**src/rtl/cache_pkg.sv**
```systemverilog
// Shared defaults and FSM encoding for the cache line refill engine.
package cache_pkg;

  localparam int CACHE_LEN_DEF = 8;
  localparam int ADDR_L_DEF    = 32;

  typedef enum logic [1:0] {
    IDLE  = 2'd0,
    FETCH = 2'd1,
    WRITE = 2'd2
  } state_t;

endpackage

```
**src/rtl/cache_refill.sv**
```systemverilog
// Byte-serial cache line refill: fetches CACHE_LEN bytes of the missing line
// from memory, assembles them little-endian and writes the line in one strobe.
module cache_refill
  import cache_pkg::*;
#(
  parameter int CACHE_LEN = CACHE_LEN_DEF,
  parameter int ADDR_L    = ADDR_L_DEF
) (
  input  logic                   clk,
  input  logic                   rst,
  input  logic                   miss_req,
  input  logic [ADDR_L-1:0]      miss_addr,
  input  logic                   flush,
  output logic                   busy,
  output logic                   mem_req,
  output logic [ADDR_L-1:0]      mem_addr,
  input  logic [7:0]             mem_rdata,
  input  logic                   mem_valid,
  output logic                   fill_we,
  output logic [ADDR_L-1:0]      fill_addr,
  output logic [8*CACHE_LEN-1:0] fill_data
);

  localparam int CW = $clog2(CACHE_LEN);
  localparam int LW = 8 * CACHE_LEN;

  state_t          state, state_nxt;
  logic [CW-1:0]   cnt;
  logic [ADDR_L-1:0] base;
  logic [ADDR_L-1:0] fill_addr_q;
  logic [LW-1:0]   line_buf;
  logic [LW-1:0]   line_nxt;
  logic [LW-1:0]   fill_data_q;
  logic            beat_done;
  logic            last_beat;

  always_comb begin
    state_nxt = state;
    busy      = 1'b0;
    mem_req   = 1'b0;
    mem_addr  = '0;
    fill_we   = 1'b0;
    beat_done = (state == FETCH) && mem_valid;
    last_beat = beat_done && (cnt == CW'(CACHE_LEN - 1));
    line_nxt  = line_buf;
    line_nxt[{cnt, 3'b000} +: 8] = mem_rdata;

    case (state)
      IDLE: begin
        if (miss_req) state_nxt = FETCH;
      end
      FETCH: begin
        busy     = 1'b1;
        mem_req  = 1'b1;
        // base is line aligned, so the add never carries past the line, but
        // it still wraps cleanly at the top of the address space.
        mem_addr = base + ADDR_L'(cnt);
        if (flush)          state_nxt = IDLE;
        else if (last_beat) state_nxt = WRITE;
      end
      WRITE: begin
        busy      = 1'b1;
        fill_we   = 1'b1;
        state_nxt = IDLE;
      end
      default: state_nxt = IDLE;
    endcase

    fill_addr = fill_addr_q;
    fill_data = fill_data_q;
  end

  always_ff @(posedge clk) begin
    if (!rst) begin
      state       <= IDLE;
      cnt         <= '0;
      base        <= '0;
      line_buf    <= '0;
      fill_addr_q <= '0;
      fill_data_q <= '0;
    end else begin
      state <= state_nxt;
      if (state == IDLE && miss_req) begin
        base <= {miss_addr[ADDR_L-1:CW], CW'(0)};
        cnt  <= '0;
      end
      // A beat landing in the flush cycle is dropped along with the refill.
      if (beat_done && !flush) begin
        line_buf <= line_nxt;
        cnt      <= cnt + 1'b1;
        if (last_beat) begin
          fill_addr_q <= base;
          fill_data_q <= line_nxt;
        end
      end
    end
  end

endmodule

```
**config.mk**
```make
export PLATFORM = sky130hd
export DESIGN_NAME = cache_refill
export DESIGN_NICKNAME = d
export VERILOG_FILES = /design/src/rtl/cache_pkg.sv /design/src/rtl/cache_refill.sv
export SDC_FILE = /design/constraint.sdc
export NUM_CORES = 1
export LEC_CHECK = 0
export ABC_AREA = 1
export BUFFER_PORTS_ARGS = -buffer_cell sky130_fd_sc_hd__buf_2
export CAP_MARGIN = 20
export CORE_ASPECT_RATIO = 1.1
export CORE_MARGIN = 1
export CORE_UTILIZATION = 43
export DETAILED_ROUTE_END_ITERATION = 7
export GPL_ROUTABILITY_DRIVEN = 0
export SLEW_MARGIN = 10
export SYNTH_ARGS = -nofsm -noshare
export SYNTH_HDL_FRONTEND = slang
export SYNTH_SLANG_ARGS = --single-unit
```
**constraint.sdc**
```tcl
create_clock -name clk -period 2.8 [get_ports clk]
set_input_delay 0.7 -clock clk [delete_from_list [all_inputs] [get_ports clk]]
set_output_delay 0.7 -clock clk [all_outputs]
set_load 0.03 [all_outputs]
```
* Yosys cells after proc, flatten, opt, wreduce, memory -nomap -nowiden
Index checks and enable logic that the tools add are counted.
W data, S select, Z words.
** Cells by class
- $add $sub $neg :: 3
- Eq/ne operators :: 5
- Shift operators :: 2
- Mux-type cells :: 11
- Reductions and logical operators :: 10
** Operators by type and width (count)
- $bwmux W64 :: 1
- $shift A8 B8 Y64 const A :: 1
- $shiftx A8 B8 Y64 :: 1
- $add A32 B3 Y32 :: 1
- $mux W32 :: 1
- $neg A6 Y8 :: 1
- $mux W2 :: 3
- $mux W3 :: 2
- $logic_and A1 B1 Y1 :: 4
- $pmux W2 S2 :: 1
- $reduce_and A2 Y1 :: 2
- $add A3 B1 Y3 const B :: 1
- $eq A3 B3 Y1 const B :: 1
- $mux W1 :: 3
- $ne A3 B3 Y1 const B :: 1
- $eq A2 B1 Y1 const B :: 1
- $eq A2 B2 Y1 const B :: 1
- $logic_not A2 Y1 :: 1
- $ne A2 B2 Y1 const B :: 1
- $reduce_bool A2 Y1 :: 1
- $reduce_or A2 Y1 :: 1
- $logic_not A1 Y1 :: 1
** Word-level totals
- Flip-flop bits (word level) :: 191
- Input port bits :: 45
- Output and inout port bits :: 131
- Logic and storage cells :: 37

* Logic depth before layout (Yosys ltp)
- Word-level depth :: 6
- Depth in mapped cells :: 12
- Mapped depth without buffers :: 10

* Worst setup path after synthesis
No wires, ideal clock.
- Path kind :: reg2out
- From :: register state[1]
- To :: output port mem_addr[0]
- Arrival :: 1.475 ns
- Required time :: 2.100 ns
- Setup slack :: 0.625 ns
- Stages on the path, launching flop included :: 7
- Path buffers :: 2
- Path through :: dfxtp_1 inv_1 ha_1 buf_2 clkbuf_1 nand2_1 inv_1
** On the way
- Longest elaborated chain between the ends :: 2
** RTL lines
- start, declared :: RTL line cache_refill.sv:27 : state_t state, state_nxt;
- start signal, assigned :: RTL line cache_refill.sv:82 : state <= state_nxt;
- $eq A2 B1 Y1 :: RTL line cache_refill.sv:48 : case (state)
- $mux W32 :: RTL line cache_refill.sv:48
- end, declared :: RTL line cache_refill.sv:16 : output logic [ADDR_L-1:0] mem_addr,
No other way between the ends.

* Final worst setup path
- From :: register state[1]
- To :: output port mem_addr[1]
The elaborated chain is that of the path after synthesis.

==> impl_metrics.py <==
metrics = {
    "status": {
        "status": "complete, but fails checks",
        "failed_checks": "DRC",
    },
    "yosys": {
        "post_synth_inst_count": 1386,
        "ys_seq_elements": 191,
        "ys_async_sr_fraction": 0,
        "ys_types": 22,
        "syn_avg_cell_area_sq_um": 6.37,
        "yosysWarnings": 0,
        "yosysTopAreaCellShare": 0.433,
        "yosysMostFrequentCell": "nor2_1",
        "yosysSeqAreaShare": 0.433,
        "syn_area_sq_um": 8830,
        "synthTopCellsByArea": "dfxtp_1 43%, nor2_1 17%, nand2_1 11%, nand3_1 10%, inv_1 7.4%",
        "synth-edff-count": 0,
        "synth_flop_cell": "dfxtp_1",
        "yosysTopAreaCell": "dfxtp_1",
        "synth_common_cells": "405 x nor2_1, 255 x nand2_1, 191 x dfxtp_1, 185 x nand3_1, 175 x inv_1",
    },
    "routing": {
        "met1_length_microns": 10500,
        "drt_pass1_iterations": 7,
        "dr_wl_met2_microns": 10200,
        "dr.first_iter.drc_count": 527,
        "vias": 8440,
        "dr_wl_met3_microns": 1450,
        "ant_nets": 0,
        "drc": 6,
        "routed_wl_microns": 22500,
        "top_layer": "met4",
        "via_per_inst": 4.72,
        "wl_per_cell_microns": 12.6,
    },
    "global_route": {
        "grt_pass1_vias": 7547,
        "grt_pass1_wl_microns": 37200,
        "antenna_found_initial": 0,
        "grt-ovfl-total": 0,
        "grt_max_degree": 133,
        "grt_usage": 0.215,
    },
    "cells_and_area": {
        "fillers": 2073,
        "seq_area_sq_um": 3820,
        "antenna_cells": 0,
        "nets": 1578,
        "multi_input_area_sq_um": 4000,
        "drive_gt1_frac": 0.154,
        "finish.utilization": 0.526,
        "syn_to_final_growth_pct": 19.0,
    },
    "floorplan": {
        "fp-row-count": 54,
        "die_h_microns": 152,
        "start_util": 0.442,
        "die_w_microns": 139,
        "ios": 176,
        "die-area_sq_um": 21100,
        "core-area_sq_um": 20000,
    },
    "cts": {
        "postCtsSetupRepairBufs": 0,
        "cts_hold_buf": 0,
        "clk_path_buf_depth": 2,
        "cts.reportedPaths.clkPinSlew_ns": 0.07,
        "clock_sinks": 191,
        "cts.htree.levels": 4,
        "cts_resized": 0,
        "cts-root-buf": "clkbuf_16",
        "cts_tree": "done",
        "cts_buffers": 17,
        "clock_latency_ns": 0.43,
    },
    "worst_setup_path": {
        "crit_type": "reg2out",
        "rr_worst_depth": 9,
        "critPathLaunch": "state[1]",
        "crit_top_cell": "inv_1",
        "cp.arrival_ns": 1.70,
        "crit_chain": "inv_1, ha_1, buf_4, nand2_1, inv_1, buf_2",
        "cp-start-kind": "flip-flop",
        "rrSetupSlack_ns": 0.51,
        "cpMaxStageDelayCell": "dfxtp_1",
        "timing.rr.start": "cnt[1]",
        "r2r-end": "fill_data[37]",
        "critical_path_required_ns": 2.10,
        "crit_fanout": 22,
        "max_stage_delay_ns": 0.33,
        "end_kind": "output port",
        "endpoint": "mem_addr[1]",
    },
    "sta": {
        "tightestPinTransition_ns": 0.597,
        "maxSlewHeadroom": 0.601,
        "fin_tns_setup_ns": 0,
        "fin_skew_ns": 0.0114,
        "rsz0062_at_grt": "no",
        "drv_slew": 0,
        "post-route-min-period_ns": 2.40,
        "setup_viol": 0,
        "max_freq_ghz": 0.417,
        "min_period_over_period": 0.856,
        "hold_violations": 0,
    },
    "pwr": {
        "power.density_nw_per_um2": 555,
        "irDropWorstVdd_uv": 451,
        "leakagePower_nw": 5.65,
        "power_mw": 5.84,
    },
    "hold_path": {
        "hp-class": "reg2reg",
    },
    "placed_design": {
        "dpl.hpwl_microns": 14700,
        "io_buffer_count": 169,
    },
    "job": {
        "maxCapViolations": 0,
    },
}
## worst min-delay path by stage
stage                 start  slack [ns]  depth (start not counted)        to
2_1_floorplan      state[1]        0.46                          2  state[1]
3_3_place_gp       state[1]        0.48                          2  state[1]
3_5_place_dp       state[1]        0.48                          2  state[1]
4_1_cts            state[1]        0.49                          2  state[1]
5_1_grt        miss_addr[8]        0.51                          3   base[8]
6_report           state[1]        0.49                          2  state[1]
## cell usage in the layout, fill, tap and decap left out, drive strengths merged
cell type and count:
conb 3, nand4 8, bufinv 2, clkinvlp 2, nand3 186, dfxtp 191
ha 10, nor3 1, a21oi 4, inv 186, clkinv 5, clkbuf 17
nor2 410, nand2 258, buf 192, o21ai 61
## flip-flops by register name (all words and copies together) (netlist names)
signal,cells
base,29
cnt,3
fill_addr,29
fill_data,64
line_buf,64
state,2
## layer usage
| layer | vias up | GRT usage |
|---|---|---|
| li1 | 4477 | - |
| met1 | 3753 | 0.280 |
| met2 | 185 | 0.346 |
| met3 | 25 | 0.0585 |
| met4 | 0 | 0.0677 |
| met5 | - | 0 |
## worst max-delay path: cells and delay by family, from the launching register on
| kind | cells | cell delay [ns] |
|---|---|---|
| buffers and inverters | 4 | 0.63 |
| flip-flops | 1 | 0.33 |
| adder cells (fa/ha/maj) | 1 | 0.21 |
| AND/OR/NAND/NOR | 1 | 0.10 |
## cell type report
class	count	area share
clock buffer	17	0.0405
clock inverter	15	0.0182
inverter	180	0.0644
multi-input combinational	941	0.380
sequential	191	0.364
tap	252	0.0300
timing repair buffer	192	0.103
## through the flow
step / worst slack [ns] / area, sq um / std cells / hold WS, ns
global placement: 0.586 / 9890 / 1756 / 0.477
finish: 0.403 / 10500 / 1788 / 0.493
floorplan: 0.625 / 8840 / 1388 / 0.457
global route: 0.231 / 10500 / 1788 / 0.515
detailed placement: 0.576 / 9890 / 1756 / 0.479
CTS: 0.375 / 10500 / 1788 / 0.492
## cell families after synthesis
kind of cell,share of synthesized area
and+or+nand+nor,0.400
buffers and inverters,0.116
DFF,0.433
AOI/OAI and AO/OA,0.0368
adders and majority gates,0.0142
other,0.000425
## power by group
group | internal, mW | switching [mW] | total (mW)
registers | 2.79 | 0.0434 | 2.83
clock network | 1.37 | 1.18 | 2.56
logic | 0.148 | 0.302 | 0.450
(Power assumes the default switching activity.)
